===== config.mk =====
export PLATFORM = sky130hd
export DESIGN_NAME = encrypt_v2
export DESIGN_NICKNAME = d
export VERILOG_FILES = /design/src/rtl/encrypt_v2_pkg.sv /design/src/rtl/encrypt_v2_round.sv /design/src/rtl/encrypt_v2.sv
export SDC_FILE = /design/constraint.sdc
export NUM_CORES = 1
export LEC_CHECK = 0
export CAP_MARGIN = 15
export CELL_PAD_IN_SITES_DETAIL_PLACEMENT = 1
export CELL_PAD_IN_SITES_GLOBAL_PLACEMENT = 1
export CORE_ASPECT_RATIO = 0.6
export CORE_MARGIN = 10
export CORE_UTILIZATION = 30
export DETAILED_ROUTE_END_ITERATION = 10
export GPL_ROUTABILITY_DRIVEN = 0
export HOLD_SLACK_MARGIN = 0.03
export PLACE_DENSITY_LB_ADDON = 0.08
export SETUP_SLACK_MARGIN = 0.05
export SYNTH_ARGS = -nofsm -noshare
export SYNTH_HDL_FRONTEND = slang
export SYNTH_SLANG_ARGS = --single-unit

===== constraint.sdc =====
create_clock -name clk -period 3.35 [get_ports clk]
set_input_delay 0.5025 -clock clk [delete_from_list [all_inputs] [get_ports clk]]
set_output_delay 0.5025 -clock clk [all_outputs]
set_load 0.05 [all_outputs]

===== src/rtl/encrypt_v2_pkg.sv =====
// Shared constants, FSM state type and the PRESENT S-box for the encrypt_v2 core.
// The S-box lives here so v1 and a future decrypt core can reuse it.
package encrypt_v2_pkg;

  localparam int N_B         = 64;
  localparam int N_R         = 31;
  localparam int N_K_DEFAULT = 80;
  localparam int N_V         = 6;

  typedef enum logic [1:0] {
    IDLE,
    RUN,
    DONE
  } state_t;

  function automatic logic [3:0] present_sbox(input logic [3:0] x);
    logic [3:0] y;
    unique case (x)
      4'h0: y = 4'hC;
      4'h1: y = 4'h5;
      4'h2: y = 4'h6;
      4'h3: y = 4'hB;
      4'h4: y = 4'h9;
      4'h5: y = 4'h0;
      4'h6: y = 4'hA;
      4'h7: y = 4'hD;
      4'h8: y = 4'h3;
      4'h9: y = 4'hE;
      4'hA: y = 4'hF;
      4'hB: y = 4'h8;
      4'hC: y = 4'h4;
      4'hD: y = 4'h7;
      4'hE: y = 4'h1;
      default: y = 4'h2;
    endcase
    return y;
  endfunction

endpackage


===== src/rtl/encrypt_v2_round.sv =====
// One combinational PRESENT round: round-key add, S-box layer, bit permutation,
// and the matching key-schedule step for an 80- or 128-bit key register.
module present_round
  import encrypt_v2_pkg::*;
#(
  parameter int N_K = N_K_DEFAULT
) (
  input  logic [N_B-1:0] s,
  input  logic [N_K-1:0] key,
  input  logic [4:0]     i,
  output logic [N_B-1:0] s_next,
  output logic [N_K-1:0] key_next
);

  logic [N_B-1:0] mixed;
  logic [N_B-1:0] subbed;
  logic [N_K-1:0] rotated;

  always_comb begin
    mixed  = s ^ key[N_K-1 -: N_B];
    subbed = '0;
    for (int n = 0; n < N_B / 4; n++) begin
      subbed[4*n +: 4] = present_sbox(mixed[4*n +: 4]);
    end
  end

  // Bit j moves to 16*j mod 63; the top bit maps onto itself.
  always_comb begin
    s_next = '0;
    for (int j = 0; j < N_B - 1; j++) begin
      s_next[(16 * j) % (N_B - 1)] = subbed[j];
    end
    s_next[N_B-1] = subbed[N_B-1];
  end

  assign rotated = {key[N_K-62:0], key[N_K-1 -: 61]};

  generate
    if (N_K == 80) begin : g_k80
      always_comb begin
        key_next          = rotated;
        key_next[79:76]   = present_sbox(rotated[79:76]);
        key_next[19:15]   = rotated[19:15] ^ i;
      end
    end else begin : g_k128
      always_comb begin
        key_next          = rotated;
        key_next[127:124] = present_sbox(rotated[127:124]);
        key_next[123:120] = present_sbox(rotated[123:120]);
        key_next[66:62]   = rotated[66:62] ^ i;
      end
    end
  endgenerate

endmodule


===== src/rtl/encrypt_v2.sv =====
// Iterative PRESENT encryption core, UNROLL rounds per clock, req/ack handshake.
// Optional debug port rk (final key-schedule state) with ENCRYPT_V2_RK_EN.
module encrypt_v2
  import encrypt_v2_pkg::*;
#(
  parameter int N_K    = N_K_DEFAULT,
  parameter int UNROLL = 1
) (
  input  logic           clk,
  input  logic           rst,
  input  logic           req,
  output logic           ack,
  input  logic [N_K-1:0] k,
  input  logic [N_B-1:0] m,
  output logic [N_B-1:0] c
`ifdef ENCRYPT_V2_RK_EN
  ,
  output logic [N_K-1:0] rk
`endif
);

  generate
    if (N_K != 80 && N_K != 128) begin : g_bad_nk
      $error("encrypt_v2: N_K must be 80 or 128, got %0d", N_K);
    end
    if (UNROLL < 1 || UNROLL > N_R) begin : g_bad_unroll
      $error("encrypt_v2: UNROLL must be 1..31, got %0d", UNROLL);
    end
  endgenerate

  state_t         state;
  logic [4:0]     r;
  logic [N_B-1:0] s_q;
  logic [N_K-1:0] key_q;
  logic [N_B-1:0] s_fin;
  logic [N_K-1:0] key_fin;
  logic           last_pass;

  // Stage g handles round r+g; stages past round 31 pass their input through.
  for (genvar g = 0; g < UNROLL; g++) begin : g_stage
    logic [N_B-1:0] s_in;
    logic [N_B-1:0] s_rnd;
    logic [N_B-1:0] s_out;
    logic [N_K-1:0] k_in;
    logic [N_K-1:0] k_rnd;
    logic [N_K-1:0] k_out;
    logic [5:0]     idx;

    if (g == 0) begin : g_first
      assign s_in = s_q;
      assign k_in = key_q;
    end else begin : g_next
      assign s_in = g_stage[g-1].s_out;
      assign k_in = g_stage[g-1].k_out;
    end

    assign idx = 6'(r) + 6'(g);

    present_round #(.N_K(N_K)) u_round (
      .s        (s_in),
      .key      (k_in),
      .i        (idx[4:0]),
      .s_next   (s_rnd),
      .key_next (k_rnd)
    );

    assign s_out = (idx <= 6'(N_R)) ? s_rnd : s_in;
    assign k_out = (idx <= 6'(N_R)) ? k_rnd : k_in;
  end

  assign s_fin     = g_stage[UNROLL-1].s_out;
  assign key_fin   = g_stage[UNROLL-1].k_out;
  assign last_pass = (int'(r) + UNROLL > N_R);

  always_ff @(posedge clk) begin
    if (rst) begin
      state <= IDLE;
      ack   <= 1'b0;
      c     <= '0;
      r     <= '0;
      s_q   <= '0;
      key_q <= '0;
    end else begin
      unique case (state)
        IDLE: begin
          if (req) begin
            s_q   <= m;
            key_q <= k;
            r     <= 5'd1;
            state <= RUN;
          end
        end
        RUN: begin
          s_q   <= s_fin;
          key_q <= key_fin;
          if (last_pass) begin
            c     <= s_fin ^ key_fin[N_K-1 -: N_B];
            ack   <= 1'b1;
            r     <= '0;
            state <= DONE;
          end else begin
            r <= r + 5'(UNROLL);
          end
        end
        DONE: begin
          // Host must see ack and drop req before another block is taken.
          if (!req) begin
            ack   <= 1'b0;
            state <= IDLE;
          end
        end
        default: state <= IDLE;
      endcase
    end
  end

`ifdef ENCRYPT_V2_RK_EN
  always_ff @(posedge clk) begin
    if (rst) begin
      rk <= '0;
    end else if (state == RUN && last_pass) begin
      rk <= key_fin;
    end
  end
`endif

endmodule


==> results of run 1 <==
## Yosys cell counts (all sizes together) (15+ instances only)
cell type | instances | area (um^2)
and2 | 15 | 93.8
a21oi | 158 | 795
nor2 | 65 | 273
a31oi | 19 | 144
o21a | 29 | 218
o211ai | 20 | 150
dfxtp | 216 | 4320
buf | 49 | 297
nor3 | 18 | 90.1
mux2i | 48 | 480
inv | 79 | 297
ha | 87 | 1090
a22oi | 139 | 1040
nand3 | 34 | 170
a21o | 25 | 188
xor2 | 38 | 340
xnor2 | 57 | 499
o21ai | 77 | 385
clkbuf | 73 | 274
a311oi | 17 | 174
nand2 | 138 | 537
mux2 | 49 | 582
o211a | 17 | 170
nor4 | 24 | 150
or3 | 51 | 319
mux4 | 34 | 766
## layout make-up
type / instances / area (um^2)
Sequential cell: 216 / 4320
Tap cell: 640 / 801
Antenna cell: 1 / 2.50
Clock buffer: 37 / 783
Multi-Input combinational cell: 1224 / 9240
Timing Repair Buffer: 263 / 2600
Inverter: 79 / 297
Clock inverter: 11 / 161
Fill cell: 5489 / 29400
## stage by stage
stage / worst slack (ns) / instance area, um^2 / power [mW] / cells
finish: 0.380 / 18200 / 9.56 / 2471
global route: 0.232 / 18200 / 10.1 / 2470
CTS: 0.395 / 18200 / 9.59 / 2470
detailed placement: 0.416 / 17300 / 6.36 / 2422
global placement: 0.490 / 17300 / 6.28 / 2422
floorplan: 0.858 / 14400 / 4.96 / 1641
## flip-flops by register name, indices dropped and copies added, names as in the netlist
name,cells
c,64
state,2
r,5
g_stage.k_in,80
ack,1
g_stage.s_in,64
## cells by family (layout without fill, tap and decap cells)
| kind of cell | count (synthesis) | in the layout | synth area share (%) |
|---|---|---|---|
| xor gates and xnor gates | 96 | 96 | 5.99 |
| AOI/OAI and AO/OA | 525 | 525 | 24.3 |
| other | 0 | 1 | 0 |
| and+or+nand+nor | 385 | 385 | 13.4 |
| adders and majority gates | 87 | 87 | 7.56 |
| buffers and inverters | 201 | 390 | 6.02 |
| muxes | 131 | 131 | 12.7 |
| DFF | 216 | 216 | 30.0 |
## final timing paths
kind	slack, ns	from	depth (start not counted)	to
hold / removal	0.42	rst	2	state[0]
setup / recovery	0.38	r[1]	9	c[55]
setup reg to reg	0.38	r[1]	9	c[55]
hold reg to reg	0.47	g_stage[0].k_in[6]	2	g_stage[0].k_in[6]
## where the power goes
group          switching, mW  internal (mW)
sequential             0.291           2.75
combinational           1.96           1.36
clock                   1.26           1.93
total                   3.52           6.04
## routing by layer
metal  up-vias  track usage, %
li1       6343               -
met1      7095            32.4
met2       424            34.9
met3        45            6.95
met4         0            3.33
met5         -               0
## worst max-delay path: cells and delay by family (launching register included)
kind,cells,cell delay [ns]
and+or+nand+nor,4,1.07
adders and majority gates,2,0.43
DFF,1,0.39
muxes,1,0.39
buffers and inverters,1,0.32
AOI/OAI and AO/OA,1,0.25
==> key figures, run 1 <==
Outcome
  – Outcome: completed

Timing
  – Final Hold Fails: 0
  – Worst Max-Slew Pin Slew: about 1.1 ns
  – Min Tclk post-route: a little under 3 ns
  – RSZ-0062 raised after global routing: no
  – Final setup fails: 0
  – Worst clock skew: roughly 0.014 ns
  – Sum Neg Setup Slack: 0 ns
  – Fin crit share: 88.6%
  – Slew Viols, Final: 0
  – Max Fclk: roughly 340 MHz
  – WHS: approximately 0.42 ns
  – Relative slew slack: 28.8%

Clock tree
  – Root Driver: clkbuf_16
  – Hold_buf cts: 0
  – Clk slew on worst S/H paths: about 0.070 ns
  – Clock buffer depth: 3
  – Clock H-tree levels: 1
  – Total CTS buffers: 26
  – CTS tree: built
  – CTS resizes: 0
  – Postcts setup bufs: 0
  – Clock sinks: ~220
  – Worst skew pair latency: 0.56 ns

Synthesis
  – Syn Nets: ~1.9k
  – Top FF cell, synth: dfxtp_1
  – Mapped cell area: approximately 14000 um^2
  – Post-Syn Area per Cell: about 9 um^2
  – FFs w/ async S/R, synth: 0%
  – Post-synth EDFFs: 0
  – Post-synth cell types: between 60 and 70
  – Register bit count reported by yosys: between 200 and 250
  – Yosys warns: 0
  – Register area share after synthesis: a little under a third
  – Post-Syn Instances: between 1.5k and 2k

Detailed routing
  – Met3 routed wirelength: 5.83 mm
  – DR top layer: met4
  – Wire length on met1: between 30 and 40 mm
  – DR DRC count: 0
  – Vias: 13.9k
  – DRT antenna net count: 0
  – Wire length per cell: around 28 um
  – 1st-iter DRT viols: between 1k and 1.5k
  – Routed WL: 68.4 mm
  – Pre-antenna DRT Iters: 5
  – Met2 wire len: a little under 30 mm
  – Vias per inst: 5.63

Finish
  – Commonest cells after routing, fill and taps aside: dfxtp_1 (216), clkdlybuf4s50_1 (210), a21oi_1 (157)
  – Final design utilization: between 30% and 40%
  – Area growth, synth to finish: 26.4%
  – Layout cells sized above 1: approximately 11%
  – Final net count: 2044
  – Most common cell after layout, fill and taps aside: dfxtp_1

Floorplanning
  – I/O pin count: 212
  – Core area: around 48000 um^2
  – Starting density of the core: a little under a third
  – Height of the die: about 190 um
  – Die ar.: between 50000 and 60000 um^2
  – Die Width: just over 300 um
  – # rows: 62

Worst setup path
  – Crit path cell chain: ha_1 > and3_1 > ha_1 > nand2b_2 > nor2_8 > buf_4 > mux2_2 > or3_1 > a311oi_1
  – Worst Setup Start Kind: register
  – Crit-path max FO: 14
  – Crit-path max cell delay: between 0.3 and 0.4 ns
  – CP Data Arrival Time: 3.43 ns
  – Worst Setup End Kind: register
  – Worst path required time: between 3 and 4 ns
  – Slowest CP cell: dfxtp_1
  – Critical path class: reg2reg
  – Crit-path most repeated cell: ha_1

Global routing
  – Gr ovfl total: 0
  – GRT Resource Usage Total: between 20 and 25%
  – Initial antenna violation count: 3
  – Vias in the first global route: 14.1k
  – First-pass GRT wire length: 99.7 mm
  – Largest net degree at the start of global routing: approximately 130

Placement
  – IO buf count: about 210
  – DP HPWL: 50.2 mm

Power
  – Worst vdd ir: around 0.43 mV
  – Pwr per Cell Area: approximately 520 nW/um^2
  – Leak: a little over 7 nW

Worst hold path
  – Hold Crit Class: in2reg

Flow run
  – Max-cap violation count: 0
Note: power is estimated with default switching activity, not from simulation.
==> run 2: changes to the inputs <==
--- a/config.mk
+++ b/config.mk
@@ -5,6 +5,7 @@
 export SDC_FILE = /design/constraint.sdc
 export NUM_CORES = 1
 export LEC_CHECK = 0
+export ABC_AREA = 1
 export CAP_MARGIN = 15
 export CELL_PAD_IN_SITES_DETAIL_PLACEMENT = 1
 export CELL_PAD_IN_SITES_GLOBAL_PLACEMENT = 1
==> run 2 against run 1 <==
Synthesized cell count up 67%. Combinational power rose by 7.2%. Die area up 12%. Non-clock buffer count increased by 13. Total power is 1.7% lower. Sequential share of layout area decreased by 2.3 points. Global-route usage grew 0.65 points. Count of clock-buffer cells in the layout is 6 higher. Critical path depth grew 2. Cell count rose by 48%. Largest cell class unchanged.
==> key figures, run 2 <==
Outcome
  – Outcome: completed (unchanged)

Power
  – Combinational power share: 37.9% (was 34.7%)
  – Reg power frac: 32.0% (was 31.8%)
  – Final Power: 9.40 mW (was 9.56 mW)
  – P_sw: 3.93 mW (was 3.52 mW)
  – Clock share of power: 30.1% (was 33.4%)
  – Sw Ratio: 41.8% (was 36.8%)
  – Leak: 9.27 nW (was 7.11 nW)
  – Internal: 5.47 mW (was 6.04 mW)
  – Pwr per Cell Area: 466 nW/um^2 (was 525 nW/um^2)
  – Worst vdd ir: 0.371 mV (was 0.431 mV)

Finish
  – Layout cells sized above 1: 4.31% (was 11.4%)
  – Largest register FFs: 80 (unchanged)
  – Final net count: 3164 (was 2044)
  – Area growth, synth to finish: 23.9% (was 26.4%)
  – Final design utilization: 37.9% (was 38.2%)
  – Number of fill cells: 7039 (was 5489)
  – Multi-input logic area: 10400 um^2 (was 9240 um^2)
  – Most common cell after layout, fill and taps aside: nand2_1 (was dfxtp_1)
  – FF/Latch Area: 4320 um^2 (unchanged)
  – Commonest cells after routing, fill and taps aside: nand2_1 (1167), nand3_1 (397), inv_1 (273) (was dfxtp_1 (216), clkdlybuf4s50_1 (210), a21oi_1 (157))
  – Final Non-Filler Cells: 3652 (was 2471)

Flow run
  – Max-cap violation count: 0 (unchanged)

Timing
  – Final Hold Fails: 0 (unchanged)
  – Min Tclk post-route: 2.61 ns (was 2.97 ns)
  – Worst clock skew: 0.0245 ns (was 0.0137 ns)
  – Sum Neg Setup Slack: 0 ns (unchanged)
  – Max Fclk: 384 MHz (was 337 MHz)
  – Worst Max-Slew Pin Slew: 0.788 ns (was 1.06 ns)
  – Slew Viols, Final: 0 (unchanged)
  – Relative slew slack: 47.5% (was 28.8%)
  – Final setup fails: 0 (unchanged)
  – RSZ-0062 raised after global routing: no (unchanged)
  – Fin crit share: 77.8% (was 88.6%)
  – WHS: 0.244 ns (was 0.422 ns)

Worst setup path
  – Start point of the critical path: r[1] (unchanged)
  – CP Data Arrival Time: 3.06 ns (was 3.43 ns)
  – Critical path class: reg2reg (unchanged)
  – Crit-path max FO: 70 (was 14)
  – Worst path required time: 3.80 ns (was 3.81 ns)
  – Worst Setup Start Kind: register (unchanged)
  – Worst reg2reg path startpoint: r[1] (unchanged)
  – Worst Setup End Kind: register (unchanged)

Synthesis
  – Post-Syn Instances: 2744 (was 1641)
  – Ranking of synthesized cells by area: nand2_1 (27%), dfxtp_1 (27%), nand3_1 (12%), ha_1 (6.7%), inv_1 (6.3%) (was dfxtp_1 (30%), ha_1 (7.6%), a22oi_1 (7.2%), a21oi_1 (5.5%), mux4_2 (5.3%))
  – Yosys warns: 0 (unchanged)
  – Mapped cell area: 16300 um^2 (was 14400 um^2)
  – FFs w/ async S/R, synth: 0% (unchanged)
  – Post-synth top area share: 26.9% (was 30.0%)
  – Largest area contributor in the netlist: nand2_1 (was dfxtp_1)
  – Register area share after synthesis: 26.6% (was 30.0%)
  – Count leader, synth: nand2_1 (was dfxtp_1)
  – Post-synth cell types: 32 (was 64)
  – Top FF cell, synth: dfxtp_1 (unchanged)
  – Post-synth EDFFs: 0 (unchanged)
  – Register bit count reported by yosys: 216 (unchanged)
  – Syn Nets: 2978 (was 1875)
  – Post-Syn Area per Cell: 5.93 um^2 (was 8.78 um^2)
  – Synth cell count leaders: nand2_1 (1167), nand3_1 (397), inv_1 (275), dfxtp_1 (216), a31oi_1 (91) (was dfxtp_1 (216), a21oi_1 (157), a22oi_1 (139), nand2_1 (136), ha_1 (87))

Worst hold path
  – Hold wc startpoint: rst (unchanged)
  – Hold Crit Class: in2reg (unchanged)

Clock tree
  – Clock buffer depth: 3 (unchanged)
  – Clock H-tree levels: 1 (unchanged)
  – Postcts setup bufs: 0 (unchanged)
  – Hold_buf cts: 0 (unchanged)
  – Clock sinks: 216 (unchanged)
  – Total CTS buffers: 26 (unchanged)
  – CTS tree: built (unchanged)
  – Root Driver: clkbuf_16 (unchanged)
  – CTS resizes: 0 (unchanged)
  – Worst skew pair latency: 0.58 ns (was 0.56 ns)
  – Clk slew on worst S/H paths: 0.06 ns (was 0.07 ns)

Floorplanning
  – Core area: 53100 um^2 (was 47600 um^2)
  – I/O pin count: 212 (unchanged)
  – Height of the die: 200 um (was 190 um)
  – Starting density of the core: 30.6% (was 30.2%)
  – # rows: 65 (was 62)
  – Die Width: 321 um (was 303 um)
  – Die ar.: 64300 um^2 (was 57500 um^2)

Placement
  – DP HPWL: 60.6 mm (was 50.2 mm)
  – Placed cells: 3605 (was 2422)
  – IO buf count: 211 (unchanged)

Detailed routing
  – 1st-iter DRT viols: 1356 (was 1170)
  – Pre-antenna DRT Iters: 7 (was 5)
  – Routed WL: 79.0 mm (was 68.4 mm)
  – DR top layer: met4 (unchanged)
  – Wire length per cell: 21.6 um (was 27.7 um)
  – Met2 wire len: 32.7 mm (was 29.7 mm)
  – DRT antenna net count: 0 (unchanged)
  – DR DRC count: 0 (unchanged)
  – Wire length on met1: 39.3 mm (was 32.0 mm)
  – Vias: 18.9k (was 13.9k)
  – Met3 routed wirelength: 5.39 mm (was 5.83 mm)
  – Vias per inst: 5.18 (was 5.63)

Global routing
  – Vias in the first global route: 19.2k (was 14.1k)
  – First-pass GRT wire length: 119 mm (was 99.7 mm)
  – GRT Resource Usage Total: 23.7% (was 23.0%)
  – Initial antenna violation count: 3 (unchanged)
  – Gr ovfl total: 0 (unchanged)
  – Largest net degree at the start of global routing: 128 (was 126)
run 2: changes by cell type in the layout (fill, tap and decap cells not counted), sizes merged, moves of 39 or more:
cell   before   now
nand2     138  1168
nand3      34   398
inv        80   278
a22oi     139     0
a21oi     158    53
a31oi      19    91
or3        51     0
o21ai      77   127
mux2       49     0
mux2i      48     0
xnor2      57    17
o21a       29    68
run 2: routing by layer:
metal	vias up	global-route usage, %
met3	79	4.65
met2	475	35.5
met5	-	0
met1	9198	34.4
met4	0	4.73
li1	9169	-
run 2: worst max-delay path: stages, from the launching register on:
cell and delay [ns]:
dfxtp_1 0.43, ha_1 0.20, nand2_1 0.07, nor2_1 0.11, ha_1 0.15, inv_1 0.10, nand3_4 0.25, buf_12 0.36
nand3_1 0.40, nand2_1 0.20, nor2_1 0.06, o21a_1 0.18
run 2: through the flow:
stage	cell area, um^2	setup WS, ns
after floorplan	16300	1.38
after detailed placement	19400	0.813
after CTS	20100	0.786
after global routing	20100	0.548
after global placement	19400	0.847
final	20200	0.743
run 2: path summary, 6_finish.rpt:
check,to,slack [ns],depth (start not counted)
worst max-delay path,g_stage[0].s_in[9],0.74,11
worst min-delay path,g_stage[0].k_in[76],0.24,2
worst max register to register,g_stage[0].s_in[9],0.74,11
worst min register to register,g_stage[0].k_in[5],0.49,2
run 2: power by group through the flow:
stage                     Combinational, mW  Clock, mW  Sequential, mW
after global routing                   3.97       3.01            3.03
after floorplan                        2.09          0            2.94
after CTS                              3.53       2.90            3.00
final                                  3.56       2.83            3.01
after detailed placement               3.51          0            3.05
after global placement                 3.39          0            3.05
run 2: layout make-up:
| type | count | area share, % |
|---|---|---|
| diodes | 2 | 0.0248 |
| clock buffers | 43 | 3.85 |
| clock inverters | 2 | 0.0497 |
| inverters | 280 | 5.25 |
| multi-input cells | 2130 | 51.4 |
| flip-flops and latches | 216 | 21.5 |
| well taps | 703 | 4.36 |
| repair buffers | 276 | 13.6 |
run 2: logic make-up after synthesis:
family / after synthesis / share of synthesized area [%]
adder cells (fa/ha/maj): 87 / 6.69
buffers and inverters: 398 / 9.77
AND/OR/NAND/NOR: 1658 / 42.0
flip-flops: 216 / 26.6
AO/OA/AOI/OAI: 348 / 13.0
XOR/XNOR: 37 / 1.99
==> RTL change (flow settings as in run 1) <==
The option `ENCRYPT_V2_RK_EN` is turned on by a define.
--- a/src/rtl/encrypt_v2.sv
+++ b/src/rtl/encrypt_v2.sv
@@ -2,2 +2,4 @@
 // Optional debug port rk (final key-schedule state) with ENCRYPT_V2_RK_EN.
+`define ENCRYPT_V2_RK_EN
+
 module encrypt_v2
Formal check against the unedited RTL (old outputs only; new: rk): no difference found for any inputs over 10 cycles, from zero or initial values and one cycle with rst high; that may be too few to reach the edited logic, so the function may still have changed.
==> RTL change against run 1 <==
Wire length is 26% higher; critical path depth fell by 2; total power up 19%; global-route usage grew 0.81 points; area after synthesis grew 23%; highest routed layer is now met5; sequential power increased by 34%; maximum frequency is 1.4% lower; synthesized cell count increased by 27%; critical endpoint is now g_stage[0].s_in[58]$_SDFFE_PP0N_; final area increased by 24%; worst setup slack got worse by 0.042 ns; sequential cell count up 84.
==> RTL change: results (changes against run 1) <==
Ranking of synthesized cells by area = dfxtp_1 (34%), mux2i_1 (6.9%), ha_1 (5.0%), nor3_1 (4.4%), a211oi_1 (4.2%) (was dfxtp_1 (30%), ha_1 (7.6%), a22oi_1 (7.2%), a21oi_1 (5.5%), mux4_2 (5.3%))
Status = completed (unchanged)
Via density = 5.67 (was 5.63)
Worst Max-Slew Pin Slew = 1.08 ns (was 1.06 ns)
Mux contribution to synthesized area = 0.0953 (was 0.127)
Top cells by instance count after synthesis = dfxtp_1 (300), nor2_1 (199), nor3_1 (154) (was dfxtp_1 (216), a21oi_1 (157), a22oi_1 (139))
Highest Signal Layer = met5 (was met4)
CP delay by family, top = compound AO/OA/AOI/OAI gates (was simple AND/OR/NAND/NOR gates)
First-pass GRT wire length = 127000 um (was 99700 um)
Largest stage delay on the critical path = 0.60 ns (was 0.39 ns)
Final wirelength = 86200 um (was 68400 um)
Fillers = 6689 (was 5489)
Xor-xnor portion of the synthesized cell area = 0.0496 (was 0.0599)
GRT Total Usage = 0.238 (was 0.230)
Cell variety after synth = 73 (was 64)
Worst-Skew Late Latency = 0.53 ns (was 0.56 ns)
Clock Power Share = 0.329 (was 0.334)
Post-Route M1 WL = 39500 um (was 32000 um)
DRT iter0 DRCs = 1345 (was 1170)
WL met2 = 36100 um (was 29700 um)
Vias in the first global route = 18100 (was 14100)
Final nets = 2536 (was 2044)
Largest net degree at the start of global routing = 144 (was 126)
Port bufs = 291 (was 211)
DR pass1 iterations = 6 (was 5)
Maximum vdd ir drop = 298 uV (was 431 uV)
Leak = 0.00882 uW (was 0.00711 uW)
## RTL change: cell count changes in the layout (fill, tap and decap cells not counted), moves of 32 or more
cell,delta
a211oi_1,+97
a21oi_1,-93
a221oi_1,+75
a22oi_1,-139
clkdlybuf4s50_1,+80
dfxtp_1,+83
mux2_2,-32
mux2i_1,+74
nor2_1,+137
nor3_1,+136
o21ai_0,+68
or3_1,-37
## RTL change: routing by layer
layer | vias up | track usage
li1 | 8141 | -
met1 | 8873 | 0.319
met2 | 538 | 0.345
met3 | 101 | 0.0941
met4 | 6 | 0.0727
met5 | - | 0.00992
## RTL change: path summary, 6_finish.rpt
path | start | end | slack, ns | depth (start not counted)
setup reg to reg | g_stage[0].k_in[56]$_SDFFE_PP0N_ | g_stage[0].s_in[58]$_SDFFE_PP0N_ | 0.34 | 7
hold / removal | rk[16]$_SDFFE_PP0P_ | rk[16]$_SDFFE_PP0P_ | 0.46 | 2
hold reg to reg | rk[16]$_SDFFE_PP0P_ | rk[16]$_SDFFE_PP0P_ | 0.46 | 2
setup / recovery | g_stage[0].k_in[56]$_SDFFE_PP0N_ | g_stage[0].s_in[58]$_SDFFE_PP0N_ | 0.34 | 7
## RTL change: area by class of cell
| type | instances | area share |
|---|---|---|
| Tap cell | 770 | 0.0425 |
| Clock buffer | 51 | 0.0431 |
| Multi-Input combinational cell | 1523 | 0.469 |
| Timing Repair Buffer | 376 | 0.163 |
| Antenna cell | 4 | 0.000442 |
| Clock inverter | 7 | 0.00293 |
| Sequential cell | 300 | 0.265 |
| Inverter | 83 | 0.0138 |
## RTL change: through the flow
stage,std cells,area (sq um),worst slack (ns)
2_1_floorplan,2090,17700,0.521
3_3_place_gp,3052,21600,0.374
3_5_place_dp,3052,21600,0.370
4_1_cts,3110,22600,0.396
5_1_grt,3110,22600,0.122
6_report,3114,22700,0.339
